$ cat src/rtl/reg_file_cmd_ctrl.sv
// reg_file_cmd_ctrl: command front-end for the register file.
// Host requests are queued in a small command FIFO and issued to the
// register file one at a time. Read data (or a timeout or range error)
// comes back on a valid/ready response channel.
// Optional build macro: REG_FILE_CMD_WRITE_ACK_EN. When defined, every write
// also produces a response (rsp_err = 1 for a dropped out-of-range write).
module reg_file_cmd_ctrl #(
    parameter int WIDTH      = 32,
    parameter int DEPTH      = 16,
    parameter int ADDRESS    = 4,
    parameter int FIFO_DEPTH = 4,
    parameter int RD_TIMEOUT = 8
) (
    input  logic               clk,
    input  logic               rst,
    input  logic               req_valid,
    output logic               req_ready,
    input  logic               req_write,
    input  logic [ADDRESS-1:0] req_addr,
    input  logic [WIDTH-1:0]   req_wdata,
    output logic               rsp_valid,
    input  logic               rsp_ready,
    output logic [WIDTH-1:0]   rsp_data,
    output logic               rsp_err,
    output logic [WIDTH-1:0]   rf_in_data,
    output logic [ADDRESS-1:0] rf_address,
    output logic               rf_wr_en,
    output logic               rf_rd_en,
    input  logic [WIDTH-1:0]   rf_out_data,
    input  logic               rf_valid_out,
    output logic               busy
);

    localparam int PTR_W = $clog2(FIFO_DEPTH);
    localparam int CNT_W = $clog2(FIFO_DEPTH) + 1;
    localparam int TMO_W = $clog2(RD_TIMEOUT);

    localparam logic [CNT_W-1:0] FIFO_FULL_CNT = CNT_W'(FIFO_DEPTH);
    localparam logic [TMO_W-1:0] TMO_LAST      = TMO_W'(RD_TIMEOUT - 1);

    localparam logic [1:0] ST_IDLE    = 2'd0;
    localparam logic [1:0] ST_ISSUE   = 2'd1;
    localparam logic [1:0] ST_WAIT_RD = 2'd2;
    localparam logic [1:0] ST_RESP    = 2'd3;

    // Command FIFO storage
    logic               fifo_wr_q   [FIFO_DEPTH];
    logic [ADDRESS-1:0] fifo_addr_q [FIFO_DEPTH];
    logic [WIDTH-1:0]   fifo_data_q [FIFO_DEPTH];

    logic [PTR_W-1:0] wr_ptr_q, wr_ptr_d;
    logic [PTR_W-1:0] rd_ptr_q, rd_ptr_d;
    logic [CNT_W-1:0] count_q, count_d;

    logic [1:0]         state_q, state_d;
    logic               cmd_write_q, cmd_write_d;
    logic [ADDRESS-1:0] cmd_addr_q, cmd_addr_d;
    logic [WIDTH-1:0]   cmd_data_q, cmd_data_d;
    logic [TMO_W-1:0]   tmo_cnt_q, tmo_cnt_d;

    logic [WIDTH-1:0]   rf_in_data_q, rf_in_data_d;
    logic [ADDRESS-1:0] rf_address_q, rf_address_d;
    logic               rf_wr_en_q, rf_wr_en_d;
    logic               rf_rd_en_q, rf_rd_en_d;
    logic               rsp_valid_q, rsp_valid_d;
    logic [WIDTH-1:0]   rsp_data_q, rsp_data_d;
    logic               rsp_err_q, rsp_err_d;

    logic fifo_full;
    logic fifo_empty;
    logic push;
    logic pop;
    logic cmd_in_range;

    // A full FIFO refuses pushes even when a pop happens in the same cycle,
    // so req_ready depends only on the registered count.
    assign fifo_full    = (count_q == FIFO_FULL_CNT);
    assign fifo_empty   = (count_q == '0);
    assign req_ready    = !fifo_full;
    assign push         = req_valid && !fifo_full;
    assign pop          = (state_q == ST_IDLE) && !fifo_empty;
    assign cmd_in_range = (32'(cmd_addr_q) < 32'(DEPTH));

    assign rf_in_data = rf_in_data_q;
    assign rf_address = rf_address_q;
    assign rf_wr_en   = rf_wr_en_q;
    assign rf_rd_en   = rf_rd_en_q;
    assign rsp_valid  = rsp_valid_q;
    assign rsp_data   = rsp_data_q;
    assign rsp_err    = rsp_err_q;
    assign busy       = !fifo_empty || (state_q != ST_IDLE);

    // Queue payload write; storage needs no reset because count gates reads
    always_ff @(posedge clk) begin
        if (push) begin
            fifo_wr_q[wr_ptr_q]   <= req_write;
            fifo_addr_q[wr_ptr_q] <= req_addr;
            fifo_data_q[wr_ptr_q] <= req_wdata;
        end
    end

    // Next-state for the FIFO pointers and occupancy
    always_comb begin
        wr_ptr_d = wr_ptr_q;
        rd_ptr_d = rd_ptr_q;
        count_d  = count_q;
        if (push) begin
            wr_ptr_d = wr_ptr_q + PTR_W'(1);
        end
        if (pop) begin
            rd_ptr_d = rd_ptr_q + PTR_W'(1);
        end
        case ({push, pop})
            2'b10:   count_d = count_q + CNT_W'(1);
            2'b01:   count_d = count_q - CNT_W'(1);
            default: count_d = count_q;
        endcase
    end

    // Issue FSM: pop a command, strobe the register file, collect the reply
    always_comb begin
        state_d      = state_q;
        cmd_write_d  = cmd_write_q;
        cmd_addr_d   = cmd_addr_q;
        cmd_data_d   = cmd_data_q;
        tmo_cnt_d    = tmo_cnt_q;
        rf_in_data_d = rf_in_data_q;
        rf_address_d = rf_address_q;
        rf_wr_en_d   = 1'b0;
        rf_rd_en_d   = 1'b0;
        rsp_valid_d  = rsp_valid_q;
        rsp_data_d   = rsp_data_q;
        rsp_err_d    = rsp_err_q;

        case (state_q)
            ST_IDLE: begin
                if (!fifo_empty) begin
                    cmd_write_d = fifo_wr_q[rd_ptr_q];
                    cmd_addr_d  = fifo_addr_q[rd_ptr_q];
                    cmd_data_d  = fifo_data_q[rd_ptr_q];
                    state_d     = ST_ISSUE;
                end
            end

            ST_ISSUE: begin
                if (cmd_in_range) begin
                    rf_address_d = cmd_addr_q;
                    if (cmd_write_q) begin
                        rf_wr_en_d   = 1'b1;
                        rf_in_data_d = cmd_data_q;
`ifdef REG_FILE_CMD_WRITE_ACK_EN
                        rsp_valid_d  = 1'b1;
                        rsp_data_d   = '0;
                        rsp_err_d    = 1'b0;
                        state_d      = ST_RESP;
`else
                        state_d      = ST_IDLE;
`endif
                    end else begin
                        rf_rd_en_d = 1'b1;
                        tmo_cnt_d  = '0;
                        state_d    = ST_WAIT_RD;
                    end
                end else if (cmd_write_q) begin
`ifdef REG_FILE_CMD_WRITE_ACK_EN
                    rsp_valid_d = 1'b1;
                    rsp_data_d  = '0;
                    rsp_err_d   = 1'b1;
                    state_d     = ST_RESP;
`else
                    state_d     = ST_IDLE;
`endif
                end else begin
                    rsp_valid_d = 1'b1;
                    rsp_data_d  = '0;
                    rsp_err_d   = 1'b1;
                    state_d     = ST_RESP;
                end
            end

            ST_WAIT_RD: begin
                if (rf_valid_out) begin
                    rsp_valid_d = 1'b1;
                    rsp_data_d  = rf_out_data;
                    rsp_err_d   = 1'b0;
                    state_d     = ST_RESP;
                end else if (tmo_cnt_q == TMO_LAST) begin
                    rsp_valid_d = 1'b1;
                    rsp_data_d  = '0;
                    rsp_err_d   = 1'b1;
                    state_d     = ST_RESP;
                end else begin
                    tmo_cnt_d = tmo_cnt_q + TMO_W'(1);
                end
            end

            ST_RESP: begin
                if (rsp_ready) begin
                    rsp_valid_d = 1'b0;
                    state_d     = ST_IDLE;
                end
            end

            default: begin
                state_d = ST_IDLE;
            end
        endcase
    end

    // State registers; reset flushes the FIFO and drops any pending work
    always_ff @(posedge clk or posedge rst) begin
        if (rst) begin
            wr_ptr_q     <= '0;
            rd_ptr_q     <= '0;
            count_q      <= '0;
            state_q      <= ST_IDLE;
            cmd_write_q  <= 1'b0;
            cmd_addr_q   <= '0;
            cmd_data_q   <= '0;
            tmo_cnt_q    <= '0;
            rf_in_data_q <= '0;
            rf_address_q <= '0;
            rf_wr_en_q   <= 1'b0;
            rf_rd_en_q   <= 1'b0;
            rsp_valid_q  <= 1'b0;
            rsp_data_q   <= '0;
            rsp_err_q    <= 1'b0;
        end else begin
            wr_ptr_q     <= wr_ptr_d;
            rd_ptr_q     <= rd_ptr_d;
            count_q      <= count_d;
            state_q      <= state_d;
            cmd_write_q  <= cmd_write_d;
            cmd_addr_q   <= cmd_addr_d;
            cmd_data_q   <= cmd_data_d;
            tmo_cnt_q    <= tmo_cnt_d;
            rf_in_data_q <= rf_in_data_d;
            rf_address_q <= rf_address_d;
            rf_wr_en_q   <= rf_wr_en_d;
            rf_rd_en_q   <= rf_rd_en_d;
            rsp_valid_q  <= rsp_valid_d;
            rsp_data_q   <= rsp_data_d;
            rsp_err_q    <= rsp_err_d;
        end
    end

endmodule

$ cat config.mk
export PLATFORM = sky130hd
export DESIGN_NAME = reg_file_cmd_ctrl
export DESIGN_NICKNAME = d
export VERILOG_FILES = /design/src/rtl/reg_file_cmd_ctrl.sv
export SDC_FILE = /design/constraint.sdc
export NUM_CORES = 1
export LEC_CHECK = 0
export ABC_AREA = 1
export BUFFER_PORTS_ARGS = -buffer_cell sky130_fd_sc_hd__buf_4
export CELL_PAD_IN_SITES_DETAIL_PLACEMENT = 0
export CELL_PAD_IN_SITES_GLOBAL_PLACEMENT = 1
export CORE_MARGIN = 5
export CORE_UTILIZATION = 44
export CTS_BUF_LIST = sky130_fd_sc_hd__clkbuf_16
export DETAILED_ROUTE_END_ITERATION = 8
export PLACE_DENSITY = 0.82
export SLEW_MARGIN = 20
export SYNTH_ARGS = -nofsm -noshare
export SYNTH_HDL_FRONTEND = slang
export SYNTH_SLANG_ARGS = --single-unit
export TNS_END_PERCENT = 1
$ cat constraint.sdc
create_clock -name clk -period 5.5 [get_ports clk]
set_clock_uncertainty 0.05 [all_clocks]
set_input_delay 0.825 -clock clk [delete_from_list [all_inputs] [get_ports clk]]
set_output_delay 0.825 -clock clk [all_outputs]
set_load 0.005 [all_outputs]
==> results of run 1 <==
==> worst max-delay path by stage <==
stage / start / end / slack (ns) / cells after the start
after floorplan: rst / asynchronous set/reset pin / 1.41 / 1
after global placement: count_q[0] / count_q[2] / 2.40 / 9
after detailed placement: count_q[0] / count_q[2] / 2.34 / 9
after CTS: count_q[0] / count_q[2] / 2.33 / 9
after global routing: count_q[0] / count_q[2] / 2.13 / 10
final: count_q[0] / count_q[2] / 2.40 / 9
==> state kept, by name, indices dropped and copies added, names as in the netlist, 2 cells and up, named ones only <==
register     cells
rf_address       4
rd_ptr_q         2
tmo_cnt_q        3
cmd_addr_q       4
fifo_data_q    128
fifo_addr_q     16
rsp_data        32
count_q          3
cmd_data_q      32
rf_in_data      32
fifo_wr_q        4
wr_ptr_q         2
==> cells in the final DEF, fill, tap and decap left out, types with 3 or more instances in the layout <==
cell type	count
bufinv_16	4
nand3_1	81
ha_1	7
clkbuf_16	30
clkinv_2	5
nand2_2	3
nor2_1	6
clkinv_1	11
xor2_1	3
nand2_1	522
edfxtp_1	148
buf_4	157
inv_2	6
inv_1	167
dfrtp_1	120
nor2_4	5
==> power by group <==
group | switching [W] | internal [W] | leakage (nW)
sequential | 0.000289 | 0.00278 | 2.87
clock | 0.000745 | 0.00117 | 0.480
combinational | 0.00145 | 0.000846 | 3.38
==> per-layer routing <==
metal	vias up	GRT usage, %	routed length, µm
li1	3735	-	-
met1	3362	23.6	11000
met2	218	26.1	10300
met3	37	3.19	1620
met4	0	4.23	496
met5	-	0	0
==> logic make-up (layout without fill, tap and decap cells) <==
logic type | after synthesis | in the layout
buffers and inverters | 215 | 382
flip-flops | 269 | 269
AND/OR/NAND/NOR | 619 | 619
AO/OA/AOI/OAI | 6 | 6
adder cells (fa/ha/maj) | 8 | 8
XOR/XNOR | 5 | 5
==> cell type report <==
cell class / instances / area share (%)
flip-flops and latches: 269 / 56.1
multi-input cells: 638 / 20.0
repair buffers: 157 / 8.85
clock buffers: 30 / 5.64
inverters: 172 / 4.87
well taps: 324 / 3.04
clock inverters: 23 / 1.54
==> stage by stage <==
stage	cells	hold slack [ns]	power [W]	utilization [%]	cell area [µm²]
2_1_floorplan	1122	0.392	0.00453	-	11000
3_3_place_gp	1560	0.398	0.00539	50.5	12400
3_5_place_dp	1560	0.403	0.00543	50.5	12400
4_1_cts	1613	0.245	0.00738	54.5	13300
5_1_grt	1613	0.279	0.00782	54.5	13300
6_report	1613	0.249	0.00728	54.5	13300
==> results_dict.tcl, run 1 <==
set metrics [dict create \
    synth_top_area_cell "edfxtp_1" \
    grt_pass1_vias 7166 \
    grt_pass1_wl_um 37900 \
    hpwl_um 14300 \
    tightest_slew_ns 0.854 \
    grt_max_degree 77 \
    synth_common_cells "522 x nand2_1, 166 x inv_1, 148 x edfxtp_1" \
    fill_cells 2175 \
    cts.repair.resized 0 \
    ys_warn_count 0 \
    syn_avg_cell_area_um2 9.79 \
    worst-endpoint-required_ns 5.87 \
    cts_tree "yes" \
    die_h_um 168 \
    cts_buffers 29 \
    crit_top_cell "nand2_1" \
    synth_area_leaders "edfxtp_1 40%, dfrtp_1 28%, nand2_1 18%" \
    synth_top_family_by_area "simple AND/OR/NAND/NOR gates" \
    fin_crit_sh_pct 56.4 \
    fmax_mhz 322 \
    fin_crit_ns 3.10 \
    antenna_found_initial 0 \
    clk_pin_slew_worst_paths_ns 0.06 \
    hold_viol 0 \
    async_flop_share_pct 45.0 \
    clockBufferDepth 3 \
    synth_adder_area_share_pct 0.980 \
    drv_slew 0 \
    worst-setup-path-type "flop to flop" \
    crit_chain "nor2_1 > nand2_1 > nand2_2 > inv_2 > ha_1 > fa_1 > nand2_1 > nand3_1 > xor2_1" \
    synthMuxAreaShare_pct 0 \
    ys_ff_latch 269 \
    fp-row-count 57 \
    synth.distinct_cells 23 \
    post-place-ws_ns 2.34 \
    critPathMaxStageDelay_ns 0.61 \
    gp_congestion 0.806 \
    grt_overflow_total 0 \
    pin_count 148 \
    initial_utilization_pct 44.9 \
    antenna_cells 0 \
    wl_per_cell_um 14.5 \
    core_area_um2 24500 \
    htree_levels 1 \
    r2r_slack_ns 2.40 \
    synth-edff-count 148 \
    final.setup.tns_ns 0 \
    setup_ws_ns 2.40 \
    status "finished clean" \
    syn-num-nets 1204 \
    wirelength_um 23400 \
    synth_simple_gate_area_share_pct 22.3 \
    clock_latency_ns 0.53 \
    worstRegToRegCells 9 \
    p_leak_nw 6.73 \
    ant_nets 0 \
    critPathBufInv 1 \
    regToRegStartpoint "count_q[0]" \
    cap_violations 0 \
    vias_per_cell 4.56 \
    worstPathArrival_ns 3.47 \
    netlist_area_um2 11000 \
    cp_slowest_cell "nand2_2" \
    num_vias 7352 \
    path_delay_family "simple AND/OR/NAND/NOR gates" \
    io_buffer_count 147 \
    firstDrtPassIters 4 \
    ir_drop_uv 265 \
    drt_iter0_markers 443 \
    synth_top_area_share_pct 40.5 \
    ys_seq_area_share_pct 68.0 \
    power_density_nw_per_um2 546 \
    holdBufCountCts 0 \
    synth_xor_area_share_pct 0.399 \
    end_kind "flop" \
    regArea_um2 7470 \
    multi_input_area_um2 2660 \
    synth_compound_area_share_pct 0.296 \
    relSlewSlack_pct 43.1 \
    cp_max_fo 41 \
    start_kind "flop" \
    layout.nets 1349 \
    synth_ff_type "edfxtp_1" \
    root_buffer "clkbuf_16" \
    clock-sinks 269 \
    drive_above_1_share_pct 16.7 \
    grt_use_total_pct 16.5 \
    min_path_type "primary input to asynchronous set/reset pin" \
    drc 0 \
    rsz0062_at_grt "false" \
    area_growth_pct 21.3 \
    chipWidth_um 168 \
    synthCells 1122 \
    post-cts-setup-buffers 0 \
    timing.rr.end "count_q[2]" \
    setup_violations 0 \
    dieArea_um2 28200 \
    yosysMostFrequentCell "nand2_1" \
]
No activity file was read; power rests on OpenSTA's default activity.
==> inputs of run 2 (changes only) <==
==> constraint.sdc (replaced) <==
create_clock -name clk -period 3.2 [get_ports clk]
set_clock_uncertainty 0.05 [all_clocks]
set_input_delay 0.48 -clock clk [delete_from_list [all_inputs] [get_ports clk]]
set_output_delay 0.48 -clock clk [all_outputs]
set_load 0.005 [all_outputs]
==> run 2 against run 1 <==
  * Hold slack lost 0.17 ns
  * Non-clock buffer count grew 5
  * Total power rose by 70%
  * Clock power rose by 66%
  * Combinational power is 72% higher
  * Utilization grew 0.066 points
  * Global-route usage up 0.066 points
  * Largest cell class unchanged
==> results_dict.tcl, run 2 (synthesis gave the netlist of run 1 again) <==
set metrics [dict create \
    status "finished clean" \
    largest_register_ff_count 128 \
    multi_input_area_um2 2660 \
    gp_congestion 0.836 \
    core_area_um2 24500 \
    hold_viol 0 \
    root_buffer "clkbuf_16" \
    clock-sinks 269 \
    grt_pass1_wl_um 38000 \
    io_buffer_count 147 \
    relSlewSlack_pct 44.8 \
    fp-row-count 57 \
    p_comb_share_pct 31.9 \
    htree_levels 1 \
    cts_tree "yes" \
    wirelength_um 23500 \
    mostFrequentLayoutCell "nand2_1" \
    chipWidth_um 168 \
    cts.repair.resized 0 \
    final.setup.tns_ns 0 \
    fin_crit_sh_pct 67.4 \
    grt_use_total_pct 16.5 \
    antenna_found_initial 2 \
    firstDrtPassIters 5 \
    worst-endpoint-required_ns 3.62 \
    p_int_w 0.00814 \
    dieArea_um2 28200 \
    wl_per_cell_um 14.5 \
    vias_per_cell 4.52 \
    min_path_type "primary input to flop" \
    area_growth_pct 21.4 \
    regMostFlops "fifo_data_q" \
    finish.instance_area_um2 13300 \
    ant_nets 0 \
    cp_max_fo 7 \
    cts_buffers 29 \
    pin_count 148 \
    hpwl_um 14600 \
    worstPathArrival_ns 2.57 \
    drv_slew 0 \
    die_h_um 168 \
    fin_crit_ns 2.16 \
    cp_slowest_cell "dfrtp_1" \
    critPathMaxStageDelay_ns 0.41 \
    crit_chain "nor2_1 > nand2_1 > nand2_1 > ha_1 > fa_1 > inv_1 > nand2_1 > nand3_1 > xor2_1" \
    fill_cells 2184 \
    post-place-ws_ns 1.04 \
    drc 0 \
    initial_utilization_pct 44.9 \
    final_cell_mix "522 x nand2_1, 171 x inv_1, 160 x buf_4, 148 x edfxtp_1, 120 x dfrtp_1" \
    rsz0062_at_grt "false" \
    sequentialPowerShare_pct 42.6 \
    num_vias 7315 \
    dp.cells 1564 \
    fin_cells 1620 \
    clockBufferDepth 3 \
    crit_top_cell "nand2_1" \
    drt_iter0_markers 556 \
    regArea_um2 7470 \
    drive_above_1_share_pct 17.0 \
    p_clk_share_pct 25.6 \
    grt_max_degree 83 \
    layout.nets 1354 \
    power_density_nw_per_um2 930 \
    setup_violations 0 \
    swShare_pct 34.3 \
    clock_latency_ns 0.54 \
    clk_pin_slew_worst_paths_ns 0.06 \
    grt_pass1_vias 7153 \
    p_switching_w 0.00426 \
    end_kind "flop" \
    tightest_slew_ns 0.827 \
    grt_overflow_total 0 \
    p_leak_nw 6.75 \
    fmax_mhz 463 \
    worst-setup-path-type "flop to flop" \
    setup_ws_ns 1.04 \
    start_kind "flop" \
    cap_violations 0 \
    ir_drop_uv 387 \
    placed_cell_area_um2 12400 \
]
run 2: cell types whose count changed in the layout (fill, tap and decap cells not counted), moves of 2 or more:
cell | previous run | this run
buf_4 | 157 | 160
clkinv_1 | 11 | 7
clkinv_2 | 5 | 7
clkinvlp_4 | 0 | 2
inv_1 | 167 | 171
run 2: worst max-delay path, delay by kind of cell, from the launching register on:
kind                       cells  cell delay [ns]
adders and majority gates      2             0.77
and+or+nand+nor                5             0.64
DFF                            1             0.41
xor gates and xnor gates       1             0.15
buffers and inverters          1             0.07
run 2: power by group through the flow:
stage	registers [W]	logic, W	clock network, W
after global routing	0.00540	0.00453	0.00338
final	0.00528	0.00395	0.00317
after global placement	0.00532	0.00395	0
after detailed placement	0.00535	0.00400	0
after floorplan	0.00529	0.00250	0
after CTS	0.00528	0.00402	0.00325
run 2: worst paths after layout:
| kind | depth (start not counted) | slack (ns) | endpoint | startpoint |
|---|---|---|---|---|
| max | 9 | 1.04 | count_q[2] | count_q[0] |
| min | 2 | 0.08 | rsp_err | rf_valid_out |
| max reg2reg | 9 | 1.04 | count_q[2] | count_q[0] |
| min reg2reg | 2 | 0.41 | rf_in_data[8] | cmd_data_q[8] |
| max in group asynchronous | 4 | 1.88 | cmd_addr_q[2] | rst |
| min in group asynchronous | 3 | 0.46 | rf_in_data[14] | rst |
run 2: repair_timing:
action,4_1_cts,5_1_grt
hold endpoints to repair,16,0
hold buffers,1,0
endpoints found under the setup margin,0,0
buffers inserted,0,0
run 2: final cells by class:
| cell class | instances | area share (%) |
|---|---|---|
| clock buffers | 29 | 5.44 |
| inverters | 172 | 4.87 |
| clock inverters | 25 | 1.43 |
| multi-input cells | 638 | 19.9 |
| well taps | 324 | 3.04 |
| flip-flops and latches | 269 | 56.0 |
| repair buffers | 162 | 9.23 |
| diodes | 1 | 0.0188 |
run 2: through the flow:
step	util [%]	hold WS (ns)	power (W)
after floorplan	-	0.392	0.00778
after global placement	50.7	0.401	0.00927
after detailed placement	50.7	0.401	0.00935
after CTS	54.5	0.0613	0.0126
after global routing	54.5	0.0677	0.0133
final	54.5	0.0825	0.0124
run 2: metal layers:
metal	wire (µm)	share of wire, %	GRT usage [%]
met5	13	0.055	0
met4	267	1.1	3.60
met3	1910	8.1	3.75
met2	10600	45	26.6
met1	10700	46	23.2
==> inputs of run 3 (changes only) <==
==> constraint.sdc (replaced) <==
create_clock -name clk -period 2 [get_ports clk]
set_clock_uncertainty 0.05 [all_clocks]
set_input_delay 0.3 -clock clk [delete_from_list [all_inputs] [get_ports clk]]
set_output_delay 0.3 -clock clk [all_outputs]
set_load 0.005 [all_outputs]
==> run 3 against run 2 <==
  * Clock-buffer cell count unchanged
  * Non-clock buffer count grew 79
  * Cell count is 4.8% higher
  * Critical path type unchanged
==> results_dict.tcl, run 3 (synthesis gave the netlist of run 1 again) <==
set metrics [dict create \
    status "finished clean" \
    p_clk_share_pct 25.8 \
    gp_congestion 0.828 \
    grt_overflow_total 0 \
    r2r_slack_ns 0.14 \
    grt_pass1_vias 7697 \
    drive_above_1_share_pct 16.8 \
    clock-sinks 269 \
    fin_crit_ns 1.86 \
    regToRegStartpoint "count_q[0]" \
    cts_buffers 29 \
    placed_cell_area_um2 12500 \
    worstRegToRegCells 9 \
    p_int_w 0.0136 \
    grt_max_degree 100 \
    firstDrtPassIters 5 \
    grt_pass1_wl_um 40400 \
    wl_per_cell_um 14.4 \
    start_kind "flop" \
    worst-setup-path-type "flop to flop" \
    hpwl_um 14700 \
    worst-endpoint-required_ns 2.36 \
    clk_pin_slew_worst_paths_ns 0.06 \
    p_leak_nw 7.15 \
    fmax_mhz 537 \
    area_growth_pct 29.8 \
    min_path_type "primary input to flop" \
    cap_violations 0 \
    final_cell_mix "522 x nand2_1, 174 x inv_1, 160 x buf_4, 148 x edfxtp_1, 119 x dfrtp_1" \
    die_h_um 168 \
    tightest_slew_ns 0.560 \
    end_kind "flop" \
    power_density_nw_per_um2 1430 \
    dieArea_um2 28200 \
    sequentialPowerShare_pct 41.2 \
    chipWidth_um 168 \
    clockBufferDepth 3 \
    largest_register_ff_count 128 \
    wirelength_um 24400 \
    cts_tree "yes" \
    crit_end "count_q[2]" \
    vias_per_cell 4.50 \
    fin_crit_sh_pct 93.1 \
    antenna_found_initial 1 \
    htree_levels 1 \
    p_switching_w 0.00685 \
    hold_viol 0 \
    core_area_um2 24500 \
    timing.rr.end "count_q[2]" \
    ant_nets 0 \
    rsz0062_at_grt "false" \
    root_buffer "clkbuf_16" \
    drv_slew 0 \
    worstPathArrival_ns 2.22 \
    swShare_pct 33.5 \
    final.setup.tns_ns 0 \
    regMostFlops "fifo_data_q" \
    fill_cells 2038 \
    cp_max_fo 3 \
    clock_latency_ns 0.53 \
    mostFrequentLayoutCell "nand2_1" \
    layout.nets 1433 \
    num_vias 7645 \
    crit_start "count_q[0]" \
    ir_drop_uv 712 \
    drc 0 \
    relSlewSlack_pct 62.7 \
    drt_iter0_markers 593 \
    io_buffer_count 147 \
    grt_use_total_pct 17.3 \
    finish.instance_area_um2 14300 \
    fin_util_pct 58.3 \
    p_comb_share_pct 33.0 \
    pin_count 148 \
    setup_violations 0 \
    initial_utilization_pct 44.9 \
    fp-row-count 57 \
]
==> run 3: cell count changes in the layout (fill, tap and decap cells not counted), sizes merged <==
cell and change:
dlygate4sd3 +71, buf +8, clkinv -4, bufinv +2, inv +2, clkinvlp -1
==> run 3: power groups by stage <==
stage	combinational (W)	clock (W)	sequential (W)
finish	0.00675	0.00527	0.00842
global route	0.00773	0.00564	0.00861
CTS	0.00679	0.00540	0.00841
detailed placement	0.00663	0	0.00851
global placement	0.00652	0	0.00847
floorplan	0.00399	0	0.00846
==> run 3: routing by layer <==
metal	vias to the layer above	routed length [µm]	GRT usage (%)
met1	3508	11700	24.9
met3	33	1480	2.70
met5	-	0	0
li1	3902	-	-
met4	0	368	3.63
met2	202	10900	28.4
==> run 3: per-stage QoR <==
stage               power (W)  std cells  worst slack, ns  hold slack, ns
floorplan              0.0125       1122           -0.796           0.343
global placement       0.0150       1569            0.142           0.387
CTS                    0.0206       1694           0.0498           0.101
finish                 0.0204       1698            0.137           0.118
detailed placement     0.0151       1569           0.0604           0.388
global route           0.0220       1698          0.00928           0.148
==> run 3: timing repair <==
action | in CTS | in global routing
hold buffers | 72 | 0
endpoints found under the hold margin | 303 | 0
endpoints found under the setup margin | 0 | 1
gates resized for setup | 0 | 2
buffers inserted | 0 | 3
==> run 3: critical path, cell delays in order, from the launching register on <==
cell     delay [ns]
dfrtp_2        0.43
nor2_2         0.14
nand2_1        0.08
nand2_2        0.07
inv_2          0.04
ha_1           0.21
fa_1           0.40
nand2_1        0.09
nand3_1        0.09
xor2_1         0.15
==> run 3: how the worst min path moves through the flow <==
stage	cells past startpoint	from	to
5_1_grt	4	rsp_ready	state_q[0]
2_1_floorplan	1	rf_valid_out	rsp_err
4_1_cts	4	rsp_ready	state_q[0]
3_5_place_dp	3	rst	rf_in_data[16]
6_report	4	rsp_ready	state_q[0]
3_3_place_gp	3	rst	rf_in_data[16]
==> run 3: area by class of cell <==
type | count | area, µm² | area share (%)
sequential | 269 | 7470 | 52.4
timing repair buffer | 241 | 2100 | 14.7
clock buffer | 29 | 726 | 5.09
inverter | 172 | 649 | 4.56
antenna | 1 | 2.50 | 0.0176
tap | 324 | 405 | 2.84
clock inverter | 24 | 230 | 1.62
multi-input combinational | 638 | 2660 | 18.7
